$ cat src/rtl/mem_bus_arbiter_pkg.sv
// Shared encodings and sizing for the memory bus arbiter and its tag table.
package mem_bus_arbiter_pkg;

  typedef enum logic [1:0] {
    BUS_NONE  = 2'b00,
    BUS_LOAD  = 2'b01,
    BUS_STORE = 2'b10
  } bus_cmd_e;

  localparam int NUM_MEM_TAGS     = 15;
  localparam int MEM_TAG_W        = 4;
  localparam int DEF_STARVE_LIMIT = 4;
  localparam int DEF_CNT_W        = 3;

  localparam logic OWNER_LSQ = 1'b0;
  localparam logic OWNER_IF  = 1'b1;

  typedef struct packed {
    logic valid;
    logic owner;
    logic stale;
  } tag_entry_t;

endpackage

$ cat src/rtl/mem_bus_arbiter_if.sv
// Tagged memory bus: command channel out, accept tag and read-data return in.
interface mem_bus_arbiter_if #(
  parameter int TAG_W = mem_bus_arbiter_pkg::MEM_TAG_W
);
  import mem_bus_arbiter_pkg::*;

  bus_cmd_e           command;
  logic [63:0]        addr;
  logic [63:0]        wdata;
  logic [TAG_W-1:0]   response;
  logic [63:0]        data;
  logic [TAG_W-1:0]   tag;

  modport master (output command, addr, wdata, input response, data, tag);
  modport slave  (input command, addr, wdata, output response, data, tag);

endinterface

$ cat src/rtl/mem_bus_arbiter_tag_table.sv
// Owner table for outstanding load tags plus a running count of valid entries.
module mem_tag_table
  import mem_bus_arbiter_pkg::*;
#(
  parameter int NUM_TAGS = NUM_MEM_TAGS,
  parameter int TAG_W    = MEM_TAG_W
) (
  input  logic             clk,
  input  logic             reset,
  input  logic             set_en,
  input  logic [TAG_W-1:0] set_tag,
  input  logic             set_owner,
  input  logic             set_stale,
  input  logic             clr_en,
  input  logic [TAG_W-1:0] clr_tag,
  input  logic             flush_en,
  input  logic [TAG_W-1:0] lookup_tag,
  output tag_entry_t       lookup_entry,
  output logic [TAG_W-1:0] count
);

  tag_entry_t       entries_q [1:NUM_TAGS];
  tag_entry_t       entries_d [1:NUM_TAGS];
  logic [TAG_W-1:0] count_q, count_d;

  always_comb begin
    lookup_entry = '0;
    for (int i = 1; i <= NUM_TAGS; i++) begin
      if (lookup_tag == TAG_W'(i)) lookup_entry = entries_q[i];
    end
  end

  // Set is applied last so a tag reissued on the cycle it returns stays live.
  always_comb begin
    for (int i = 1; i <= NUM_TAGS; i++) begin
      entries_d[i] = entries_q[i];
      if (flush_en && entries_q[i].valid && entries_q[i].owner == OWNER_IF) begin
        entries_d[i].stale = 1'b1;
      end
      if (clr_en && clr_tag == TAG_W'(i)) entries_d[i] = '0;
      if (set_en && set_tag == TAG_W'(i)) begin
        entries_d[i] = '{valid: 1'b1, owner: set_owner, stale: set_stale};
      end
    end
    count_d = count_q + TAG_W'(set_en) - TAG_W'(clr_en);
  end

  always_ff @(posedge clk or negedge reset) begin
    if (!reset) begin
      for (int i = 1; i <= NUM_TAGS; i++) entries_q[i] <= '0;
      count_q <= '0;
    end else begin
      for (int i = 1; i <= NUM_TAGS; i++) entries_q[i] <= entries_d[i];
      count_q <= count_d;
    end
  end

  assign count = count_q;

endmodule

$ cat src/rtl/mem_bus_arbiter.sv
// Shares the tagged memory bus between the LSQ and instruction fetch and
// steers returned data back to whichever requester owns the tag.
module mem_bus_arbiter
  import mem_bus_arbiter_pkg::*;
#(
  parameter int NUM_TAGS     = NUM_MEM_TAGS,
  parameter int TAG_W        = MEM_TAG_W,
  parameter int STARVE_LIMIT = DEF_STARVE_LIMIT,
  parameter int CNT_W        = DEF_CNT_W
) (
  input  logic              clk,
  input  logic              reset,
  input  logic [1:0]        lsq_req,
  input  logic [63:0]       lsq_addr,
  input  logic [63:0]       lsq_data,
  input  logic              if_req,
  input  logic [63:0]       if_addr,
  input  logic              if_flush,
  mem_bus_arbiter_if.master mem,
  output logic              lsq_grant,
  output logic [TAG_W-1:0]  lsq_grant_tag,
  output logic              lsq_rvalid,
  output logic [TAG_W-1:0]  lsq_rtag,
  output logic [63:0]       lsq_rdata,
  output logic              if_grant,
  output logic [TAG_W-1:0]  if_grant_tag,
  output logic              if_rvalid,
  output logic [TAG_W-1:0]  if_rtag,
  output logic [63:0]       if_rdata,
  output logic [TAG_W-1:0]  outstanding
);

  logic             full, lsq_load, lsq_ok, if_ok, if_first, lsq_win, if_win;
  logic             set_en, set_owner, set_stale, ret_hit, deliver;
  logic [CNT_W-1:0] starve_q, starve_d;
  tag_entry_t       ret_entry;

  mem_tag_table #(.NUM_TAGS(NUM_TAGS), .TAG_W(TAG_W)) u_table (
    .clk          (clk),
    .reset        (reset),
    .set_en       (set_en),
    .set_tag      (mem.response),
    .set_owner    (set_owner),
    .set_stale    (set_stale),
    .clr_en       (ret_hit),
    .clr_tag      (mem.tag),
    .flush_en     (if_flush),
    .lookup_tag   (mem.tag),
    .lookup_entry (ret_entry),
    .count        (outstanding)
  );

  // Everything is qualified by reset so outputs drop to zero as soon as it asserts.
  always_comb begin
    full     = (outstanding == TAG_W'(NUM_TAGS));
    lsq_load = (lsq_req == BUS_LOAD);
    lsq_ok   = reset && ((lsq_req == BUS_STORE) || (lsq_load && !full));
    if_ok    = reset && if_req && !full;
    if_first = (starve_q == CNT_W'(STARVE_LIMIT));
    if_win   = if_ok && (if_first || !lsq_ok);
    lsq_win  = lsq_ok && !if_win;

    mem.command = BUS_NONE;
    mem.addr    = '0;
    mem.wdata   = '0;
    if (if_win) begin
      mem.command = BUS_LOAD;
      mem.addr    = if_addr;
    end else if (lsq_win) begin
      mem.command = bus_cmd_e'(lsq_req);
      mem.addr    = lsq_addr;
      mem.wdata   = lsq_data;
    end

    lsq_grant     = lsq_win && (mem.response != '0);
    if_grant      = if_win && (mem.response != '0);
    lsq_grant_tag = lsq_grant ? mem.response : '0;
    if_grant_tag  = if_grant ? mem.response : '0;

    set_en    = (lsq_grant && lsq_load) || if_grant;
    set_owner = if_grant ? OWNER_IF : OWNER_LSQ;
    set_stale = if_grant && if_flush;

    ret_hit    = reset && (mem.tag != '0) && ret_entry.valid;
    deliver    = ret_hit && !ret_entry.stale;
    lsq_rvalid = deliver && (ret_entry.owner == OWNER_LSQ);
    if_rvalid  = deliver && (ret_entry.owner == OWNER_IF);
    lsq_rtag   = lsq_rvalid ? mem.tag : '0;
    lsq_rdata  = lsq_rvalid ? mem.data : '0;
    if_rtag    = if_rvalid ? mem.tag : '0;
    if_rdata   = if_rvalid ? mem.data : '0;

    starve_d = '0;
    if (if_req && !if_grant) starve_d = if_first ? starve_q : starve_q + CNT_W'(1);
  end

  always_ff @(posedge clk or negedge reset) begin
    if (!reset) starve_q <= '0;
    else        starve_q <= starve_d;
  end

endmodule

$ cat src/flat_wrapper.sv
// flat-port wrapper written by rule: the top's interface ports become plain ports
module mem_bus_arbiter_flat import mem_bus_arbiter_pkg::*;
#(
  parameter int NUM_TAGS     = NUM_MEM_TAGS,
  parameter int TAG_W        = MEM_TAG_W,
  parameter int STARVE_LIMIT = DEF_STARVE_LIMIT,
  parameter int CNT_W        = DEF_CNT_W
)
  (clk, reset, lsq_req, lsq_addr, lsq_data, if_req, if_addr, if_flush, lsq_grant, lsq_grant_tag, lsq_rvalid, lsq_rtag, lsq_rdata, if_grant, if_grant_tag, if_rvalid, if_rtag, if_rdata, outstanding, mem_command, mem_addr, mem_wdata, mem_response, mem_data, mem_tag);
  mem_bus_arbiter_if #(.TAG_W(TAG_W)) mem_i ();
  input  logic clk;
  input  logic reset;
  input  logic [1:0] lsq_req;
  input  logic [63:0] lsq_addr;
  input  logic [63:0] lsq_data;
  input  logic if_req;
  input  logic [63:0] if_addr;
  input  logic if_flush;
  output logic lsq_grant;
  output logic [TAG_W-1:0] lsq_grant_tag;
  output logic lsq_rvalid;
  output logic [TAG_W-1:0] lsq_rtag;
  output logic [63:0] lsq_rdata;
  output logic if_grant;
  output logic [TAG_W-1:0] if_grant_tag;
  output logic if_rvalid;
  output logic [TAG_W-1:0] if_rtag;
  output logic [63:0] if_rdata;
  output logic [TAG_W-1:0] outstanding;
  output wire logic [$bits(mem_i.command)-1:0] mem_command;
  output wire logic [$bits(mem_i.addr)-1:0] mem_addr;
  output wire logic [$bits(mem_i.wdata)-1:0] mem_wdata;
  input wire logic [$bits(mem_i.response)-1:0] mem_response;
  input wire logic [$bits(mem_i.data)-1:0] mem_data;
  input wire logic [$bits(mem_i.tag)-1:0] mem_tag;
  assign mem_command = mem_i.command;
  assign mem_addr = mem_i.addr;
  assign mem_wdata = mem_i.wdata;
  assign mem_i.response = mem_response;
  assign mem_i.data = mem_data;
  assign mem_i.tag = mem_tag;
  mem_bus_arbiter #(.NUM_TAGS(NUM_TAGS), .TAG_W(TAG_W), .STARVE_LIMIT(STARVE_LIMIT), .CNT_W(CNT_W)) u_core (.clk(clk), .reset(reset), .lsq_req(lsq_req), .lsq_addr(lsq_addr), .lsq_data(lsq_data), .if_req(if_req), .if_addr(if_addr), .if_flush(if_flush), .mem(mem_i), .lsq_grant(lsq_grant), .lsq_grant_tag(lsq_grant_tag), .lsq_rvalid(lsq_rvalid), .lsq_rtag(lsq_rtag), .lsq_rdata(lsq_rdata), .if_grant(if_grant), .if_grant_tag(if_grant_tag), .if_rvalid(if_rvalid), .if_rtag(if_rtag), .if_rdata(if_rdata), .outstanding(outstanding));
endmodule
$ cat config.mk
export PLATFORM = sky130hd
export DESIGN_NAME = mem_bus_arbiter_flat
export DESIGN_NICKNAME = d
export VERILOG_FILES = /design/src/rtl/mem_bus_arbiter_pkg.sv /design/src/rtl/mem_bus_arbiter_if.sv /design/src/rtl/mem_bus_arbiter_tag_table.sv /design/src/rtl/mem_bus_arbiter.sv /design/src/flat_wrapper.sv
export SDC_FILE = /design/constraint.sdc
export NUM_CORES = 1
export LEC_CHECK = 0
export ABC_AREA = 1
export BUFFER_PORTS_ARGS = -buffer_cell sky130_fd_sc_hd__buf_2
export CAP_MARGIN = 20
export CORE_AREA = 5 5 210 212
export DETAILED_ROUTE_END_ITERATION = 10
export DIE_AREA = 0 0 215 217
export GPL_ROUTABILITY_DRIVEN = 0
export REMOVE_ABC_BUFFERS = 1
export SETUP_SLACK_MARGIN = 0.3
export SKIP_CTS_REPAIR_TIMING = 1
export SYNTH_ARGS = -nofsm -noshare
export SYNTH_HDL_FRONTEND = slang
export SYNTH_SLANG_ARGS = --single-unit
$ cat constraint.sdc
create_clock -name clk -period 2.7 [get_ports clk]
set_input_delay 0.54 -clock clk [delete_from_list [all_inputs] [get_ports clk]]
set_output_delay 0.54 -clock clk [all_outputs]
set_load 0.005 [all_outputs]
Yosys cells after proc, flatten, opt, wreduce, memory -nomap -nowiden. Index checks and enable logic that the tools add are counted.

Add/subtract/negate cells: 3. Multiply operators: 0. Div/mod/pow operators: 0. $lt $le $gt $ge: 0. Eq/ne operators: 35. Shift-type cells: 0. Multiplexer cells: 75. Bitwise gates (word level): 1. Reductions and logical operators: 116.

Operators by type and width (number): 2-to-1 mux 64 bit (6); 2-to-1 mux 3 bit (47); logical AND 1 bit (76); equality test 4 bit, second input constant (17); nonzero test 3 bit (15); equality test 4 x 3 -> 1 bit, second input constant (8); nonzero test 2 bit (15); equality test 4 x 2 -> 1 bit, second input constant (4); 2-to-1 mux 1 bit (16); 2-to-1 mux 4 bit (4); equality test 4 x 1 -> 1 bit, second input constant (2); nonzero test 4 bit (2); logical NOT 1 bit (5); adder 4 x 1 -> 4 bit (1); 2-to-1 mux 2 bit (2); subtractor 4 x 1 -> 4 bit (1); adder 3 x 1 -> 3 bit, second input constant (1); equality test 3 bit, second input constant (1); logical OR 1 bit (3); equality test 2 x 1 -> 1 bit, second input constant (1); equality test 2 bit, second input constant (1); inequality test 2 bit, second input constant (1); inverter 1 bit (1).

Register bits: 52. Latch bits: 0. Memory bits (writable): 0. ROM bits: 0. Bits of input ports: 270. Output and inout bits: 282. Word-level logic and storage cells: 277. Memories: 0.

Longest topological paths before layout.
Depth in word-level cells: 20. Gate-level depth with buffers: 17. Gate-level depth less buffers: 17.

Hierarchy. From an unflattened synthesis, not the netlist that was laid out.

Cells, all modules: 1012. Area, all modules: 5467.7 sq um.

Modules (own cells, without submodules): mem_bus_arbiter (instances 1, cells an instance 637, area an instance 2773.9 sq um, sequential area each 75.1 sq um); mem_tag_table (instances 1, cells an instance 375, area an instance 2693.8 sq um, sequential area each 1226.2 sq um).

Least setup slack after synthesis. OpenSTA, ideal clock, no wires.

Path type: input-to-reg. Start point: input port lsq_req[0]. End point: register u_core.u_table.count_q[2], in the netlist u_core.u_table.count[2]. Library setup time: 0.124 ns. Arrival: 2.558 ns. Required time: 2.576 ns. Setup slack: 0.018 ns. Cell stages on the path: 15. Path buffers: 0. Path through: inv_1 > nor2_1 > nand2_1 > a21oi_1 > a21o_1 > nand2_1 > inv_1 > nand2_1 > o21ai_2 > inv_1 > ha_1 > inv_1 > ha_1 > fa_1 > xor2_1.

Word-level cells in the longest chain between the ends: 14. Elaborated cells on any way between the ends: 16. Classes of those cells: 2 x add/sub; 2 x eq/ne; 12 x reduce/logical.

Ends and longest elaborated chain: start, declared (RTL line flat_wrapper.sv:13) `input logic [1:0] lsq_req;`; equality test 2 x 1 -> 1 bit (RTL line mem_bus_arbiter.sv:56) `lsq_load = (lsq_req == BUS_LOAD);`; logical AND 1 bit (RTL line mem_bus_arbiter.sv:57) `lsq_ok = reset && ((lsq_req == BUS_STORE) || (lsq_load && !full));`; logical OR 1 bit (RTL line mem_bus_arbiter.sv:57); logical AND 1 bit (RTL line mem_bus_arbiter.sv:57); logical NOT 1 bit (RTL line mem_bus_arbiter.sv:60) `if_win = if_ok && (if_first || !lsq_ok);`; logical OR 1 bit (RTL line mem_bus_arbiter.sv:60); logical AND 1 bit (RTL line mem_bus_arbiter.sv:60); logical NOT 1 bit (RTL line mem_bus_arbiter.sv:61) `lsq_win = lsq_ok && !if_win;`; logical AND 1 bit (RTL line mem_bus_arbiter.sv:61); logical AND 1 bit (RTL line mem_bus_arbiter.sv:75) `lsq_grant = lsq_win && (mem.response != '0);`; logical AND 1 bit (RTL line mem_bus_arbiter.sv:80) `set_en = (lsq_grant && lsq_load) || if_grant;`; logical OR 1 bit (*) (RTL line mem_bus_arbiter.sv:80); adder 4 x 1 -> 4 bit (*) (RTL line mem_bus_arbiter_tag_table.sv:45) `count_d = count_q + TAG_W'(set_en) - TAG_W'(clr_en);`; subtractor 4 x 1 -> 4 bit (*) (RTL line mem_bus_arbiter_tag_table.sv:45); via u_core.u_table.count_d[2] (RTL line mem_bus_arbiter_tag_table.sv:24) `logic [TAG_W-1:0] count_q, count_d;`; end signal, assigned (RTL line mem_bus_arbiter_tag_table.sv:54) `count_q <= count_d;`; end, declared (RTL line mem_bus_arbiter_tag_table.sv:24).

The timed path passes the listed nets; every way through them passes the cells marked *. A chain may end at the register's enable or synchronous reset.

Worst setup path after layout.
Start point: input port mem_tag[3]. End point: output port if_rdata[38].

Word-level cells in the longest chain between the ends: 20. Elaborated cells on any way between the ends: 37. Classes of those cells: 15 x eq/ne; 16 x mux; 6 x reduce/logical.

Ends and longest elaborated chain: start, declared (RTL line flat_wrapper.sv:35) `input wire logic [$bits(mem_i.tag)-1:0] mem_tag;`; equality test 4 x 1 -> 1 bit (RTL line mem_bus_arbiter_tag_table.sv:29) `if (lookup_tag == TAG_W'(i)) lookup_entry = entries_q[i];`; 2-to-1 mux 3 bit (15 in a row) (RTL line mem_bus_arbiter_tag_table.sv:29); logical AND 1 bit / logical NOT 1 bit (equally long branches) (RTL line mem_bus_arbiter.sv:84, mem_bus_arbiter.sv:85); logical AND 1 bit (RTL line mem_bus_arbiter.sv:85) `deliver = ret_hit && !ret_entry.stale;`; logical AND 1 bit (*) (RTL line mem_bus_arbiter.sv:87) `if_rvalid = deliver && (ret_entry.owner == OWNER_IF);`; 2-to-1 mux 64 bit (*) (RTL line mem_bus_arbiter.sv:91) `if_rdata = if_rvalid ? mem.data : '0;`; end, declared (RTL line flat_wrapper.sv:28) `output logic [63:0] if_rdata;`.

Mark *: on every way between the ends. The rest lies on a longest branch, timed or not.

==> impl_summary.log <==
INFO  metric result_of_the_run = finished, violations left
INFO  metric failed_checks = negative setup slack
INFO  metric design_power_total = 4.68 mW
INFO  metric synth_seq_cells = 52
INFO  metric syn-instance-count = 887
INFO  metric place.detailed.hpwl = 33,400 microns
INFO  metric finish.cell_count_without_fillers = 2,054
INFO  metric critical_path_start_type = input pin
INFO  metric rsz0062_at_grt = yes
INFO  metric routedWlPerCell = 20.6 microns
INFO  metric post-route-drc-count = 0
INFO  metric netlist_area = 5140 sq um
INFO  metric start_util = 12.3%
INFO  metric port_buffers = 551
INFO  metric rows = 75
INFO  metric cts.htree.levels = 2
INFO  metric setup.worst_path.end_class = primary output
INFO  metric cts-buffers-inserted = 5
INFO  metric synth_top_cells_by_area = dfrtp_1, nor2_1, inv_1
INFO  metric comb_power_share = 54.2%
INFO  metric vdd_drop_max = 0.232 mV
INFO  metric root_cell_of_the_clock_tree = clkbuf_16
INFO  metric grt_pass1_wl = 51,700 microns
INFO  metric final-seq-area = 1300 sq um
INFO  metric grt_pass1_vias = 7,704
INFO  metric gr-usage-all-layers = 14.9%
INFO  metric fillCellCount = 4,615
INFO  metric share_of_post_route_cells_with_drive_strength_above_1 = 54.3%
INFO  metric dominantRegCellSynth = dfrtp_1
INFO  metric routed-via-count = 8,282
INFO  metric antenna_left = 0
INFO  metric flow.area_growth_from_synthesis = 109%
INFO  metric worst_pin_slew = 0.652 ns
INFO  metric multi_input_comb_area = 3560 sq um
INFO  metric synth_async_sr_flop_share = 100%
INFO  metric postSynthAreaPerCell = 5.79 sq um
INFO  metric worst_setup_hold_path_clk_slew = 0.07 ns
INFO  metric switching_share = 38.8%
INFO  metric hold_viol_final = 0
INFO  metric die_h = 217 microns
INFO  metric synth_area_leader_cell = dfrtp_1
INFO  metric detail_route.iter0.violations = 477
INFO  metric design.core.area = 41,800 sq um
INFO  metric synth_most_common_cell = nor2_1
INFO  metric critPathRequiredTime = 2.16 ns
INFO  metric worst_slew_margin_rel = 56.6%
INFO  metric final_max_tran_viols = 0
INFO  metric worstSkewPairLatency = 0.30 ns
INFO  metric yosys-top-cells-count = nor2_1, inv_1, nand2_1, a22o_1, nand3_1
INFO  metric worstHoldPathType = input pin to async pin
INFO  metric post-route-cell-area = 10,800 sq um
INFO  metric cts.sinks = 52
INFO  metric static-leakage-power = 6.54 nW
INFO  metric totalWireLength = 42,400 microns
INFO  metric ys_warn_count = 0
INFO  metric power_frac_seq = 26.2%
INFO  metric design.final.nets = 1,788
INFO  metric power-per-cell-area = 435 nW/um^2
INFO  metric synth_enable_flop_cells = 0
INFO  metric cell_internal_pwr = 2.87 mW
INFO  metric via_cell_ratio = 4.03
INFO  metric synth-seq-area-share = 25.3%
INFO  metric fin_skew = 0.00785 ns
INFO  metric detailedPlace.worstSlack = -0.374 ns
INFO  metric achievable-frequency = 329 MHz
INFO  metric max_cap_violations = 0
INFO  metric grt-ovfl-total = 0
INFO  metric io_pins = 552
INFO  metric tritoncts = yes
INFO  metric dr.pass1.iters = 4
INFO  metric setup_viol = 187
INFO  metric number_of_antenna_violations_at_the_first_check_in_global_routing = 15
INFO  metric cts_buffer_depth = 2
INFO  metric clkPwrFrac = 19.6%
INFO  metric layout_worst_path_cycle_share = 113%
INFO  metric setup_tns_final = -37.22 ns
INFO  metric place_inst = 2,005
INFO  metric floorplan.die_area = 46,700 sq um
INFO  metric die_x = 215 microns
INFO  metric maximum_fanout_encountered_on_the_critical_timing_path = 30
INFO  metric final.min_clock_period = 3.04 ns
INFO  metric cp.arrival = 2.50 ns
INFO  metric post-synth-top-area-fraction = 25.3%
INFO  metric dpl-instance-area = 8990 sq um
INFO  metric final.setup.worst_slack = -0.342 ns
INFO  metric grt_start_max_net_pins = 65
INFO  metric switching_power = 1.82 mW
INFO  metric worstSetupPathType = input pin to primary output
INFO  metric synthDistinctLibCells = 32
-- critical path, cell delays in order --
cell and delay [ns]:
buf_6 0.12, inv_4 0.05, nor2_1 0.04, buf_4 0.14, inv_4 0.08, nor2_4 0.05, buf_4 0.14, a21oi_2 0.10
nand3_1 0.09, nand2_1 0.07, nand4_1 0.09, nor2_2 0.21, nand3_2 0.13, buf_12 0.17, buf_12 0.16, nor2_1 0.14
buf_2 0.14
-- worst paths after layout --
path                                                               start                                  endpoint  slack, ns  depth (start not counted)
worst max-delay path                                          mem_tag[3]                              if_rdata[38]      -0.34                         17
worst min-delay path                                               reset         u_core.u_table.count[0]$_DFF_PN0_       0.32                          3
worst max register to register         u_core.u_table.count[2]$_DFF_PN0_         u_core.u_table.count[2]$_DFF_PN0_       0.04                         16
worst min register to register  u_core.u_table.entries_q[17]$_DFFE_PN0P_  u_core.u_table.entries_q[17]$_DFFE_PN0P_       0.51                          2
max in group asynchronous                                          reset   u_core.u_table.entries_q[6]$_DFFE_PN0P_       1.80                          2
min in group clk                u_core.u_table.entries_q[17]$_DFFE_PN0P_  u_core.u_table.entries_q[17]$_DFFE_PN0P_       0.51                          2
-- flip-flops by register name, indices dropped and copies added, names as in the netlist --
signal	flops
u_core.starve_q	3
u_core.u_table.count	4
u_core.u_table.entries_q	45
-- area by class of cell --
class / count / share of cell area (%)
well taps: 539 / 6.27
repair buffers: 657 / 39.2
multi-input cells: 592 / 33.1
clock buffers: 5 / 1.16
clock inverters: 3 / 0.837
inverters: 202 / 7.30
flip-flops and latches: 52 / 12.1
diodes: 4 / 0.0930
-- placed cells by master, fill, tap and decap left out, types with 4 or more instances in the layout --
cell type / synthesis / layout
nor2_1: 253 / 154
buf_2: 11 / 537
diode_2: 0 / 4
nand4_1: 9 / 9
a22o_1: 64 / 61
nand3_1: 63 / 62
dfrtp_1: 52 / 52
buf_8: 0 / 8
clkbuf_16: 0 / 18
nand2_2: 3 / 10
inv_2: 7 / 7
nor2_4: 1 / 65
nand2_1: 147 / 138
inv_1: 194 / 187
nor2_2: 3 / 38
buf_12: 0 / 18
a31o_2: 11 / 11
inv_4: 0 / 4
ha_1: 7 / 4
a21oi_1: 11 / 8
buf_4: 1 / 55
buf_6: 3 / 25
-- metal layers --
| metal | up-vias | wire (microns) | GRT usage (%) |
|---|---|---|---|
| li1 | 3963 | - | - |
| met1 | 3754 | 16200 | 17.1 |
| met2 | 485 | 18900 | 23.8 |
| met3 | 74 | 5580 | 8.00 |
| met4 | 6 | 1680 | 4.63 |
| met5 | - | 32 | 0 |
-- metrics by stage --
stage / util (%) / hold slack, ns
final: 25.8 / 0.319
after global routing: 25.8 / 0.339
after CTS: 22.0 / 0.339
after detailed placement: 21.5 / 0.483
after global placement: 21.5 / 0.487
after floorplan: - / 0.244
-- power groups by stage --
stage | Clock (mW) | Sequential [mW] | Combinational [mW]
6_report | 0.918 | 1.23 | 2.54
5_1_grt | 0.967 | 1.26 | 2.77
4_1_cts | 0.941 | 1.22 | 1.95
3_5_place_dp | 0 | 1.23 | 1.94
3_3_place_gp | 0 | 1.22 | 1.94
2_1_floorplan | 0 | 1.17 | 0.928
-- cells by family (layout without fill, tap and decap cells) --
group,count (synthesis),in the layout,synth area share (%)
adder cells (fa/ha/maj),8,8,2.09
other,0,4,0
flip-flops,52,52,25.3
AO/OA/AOI/OAI,97,97,15.4
XOR/XNOR,4,4,0.682
AND/OR/NAND/NOR,483,483,38.0
buffers and inverters,243,867,18.5
No activity file was read; power rests on OpenSTA's default activity.
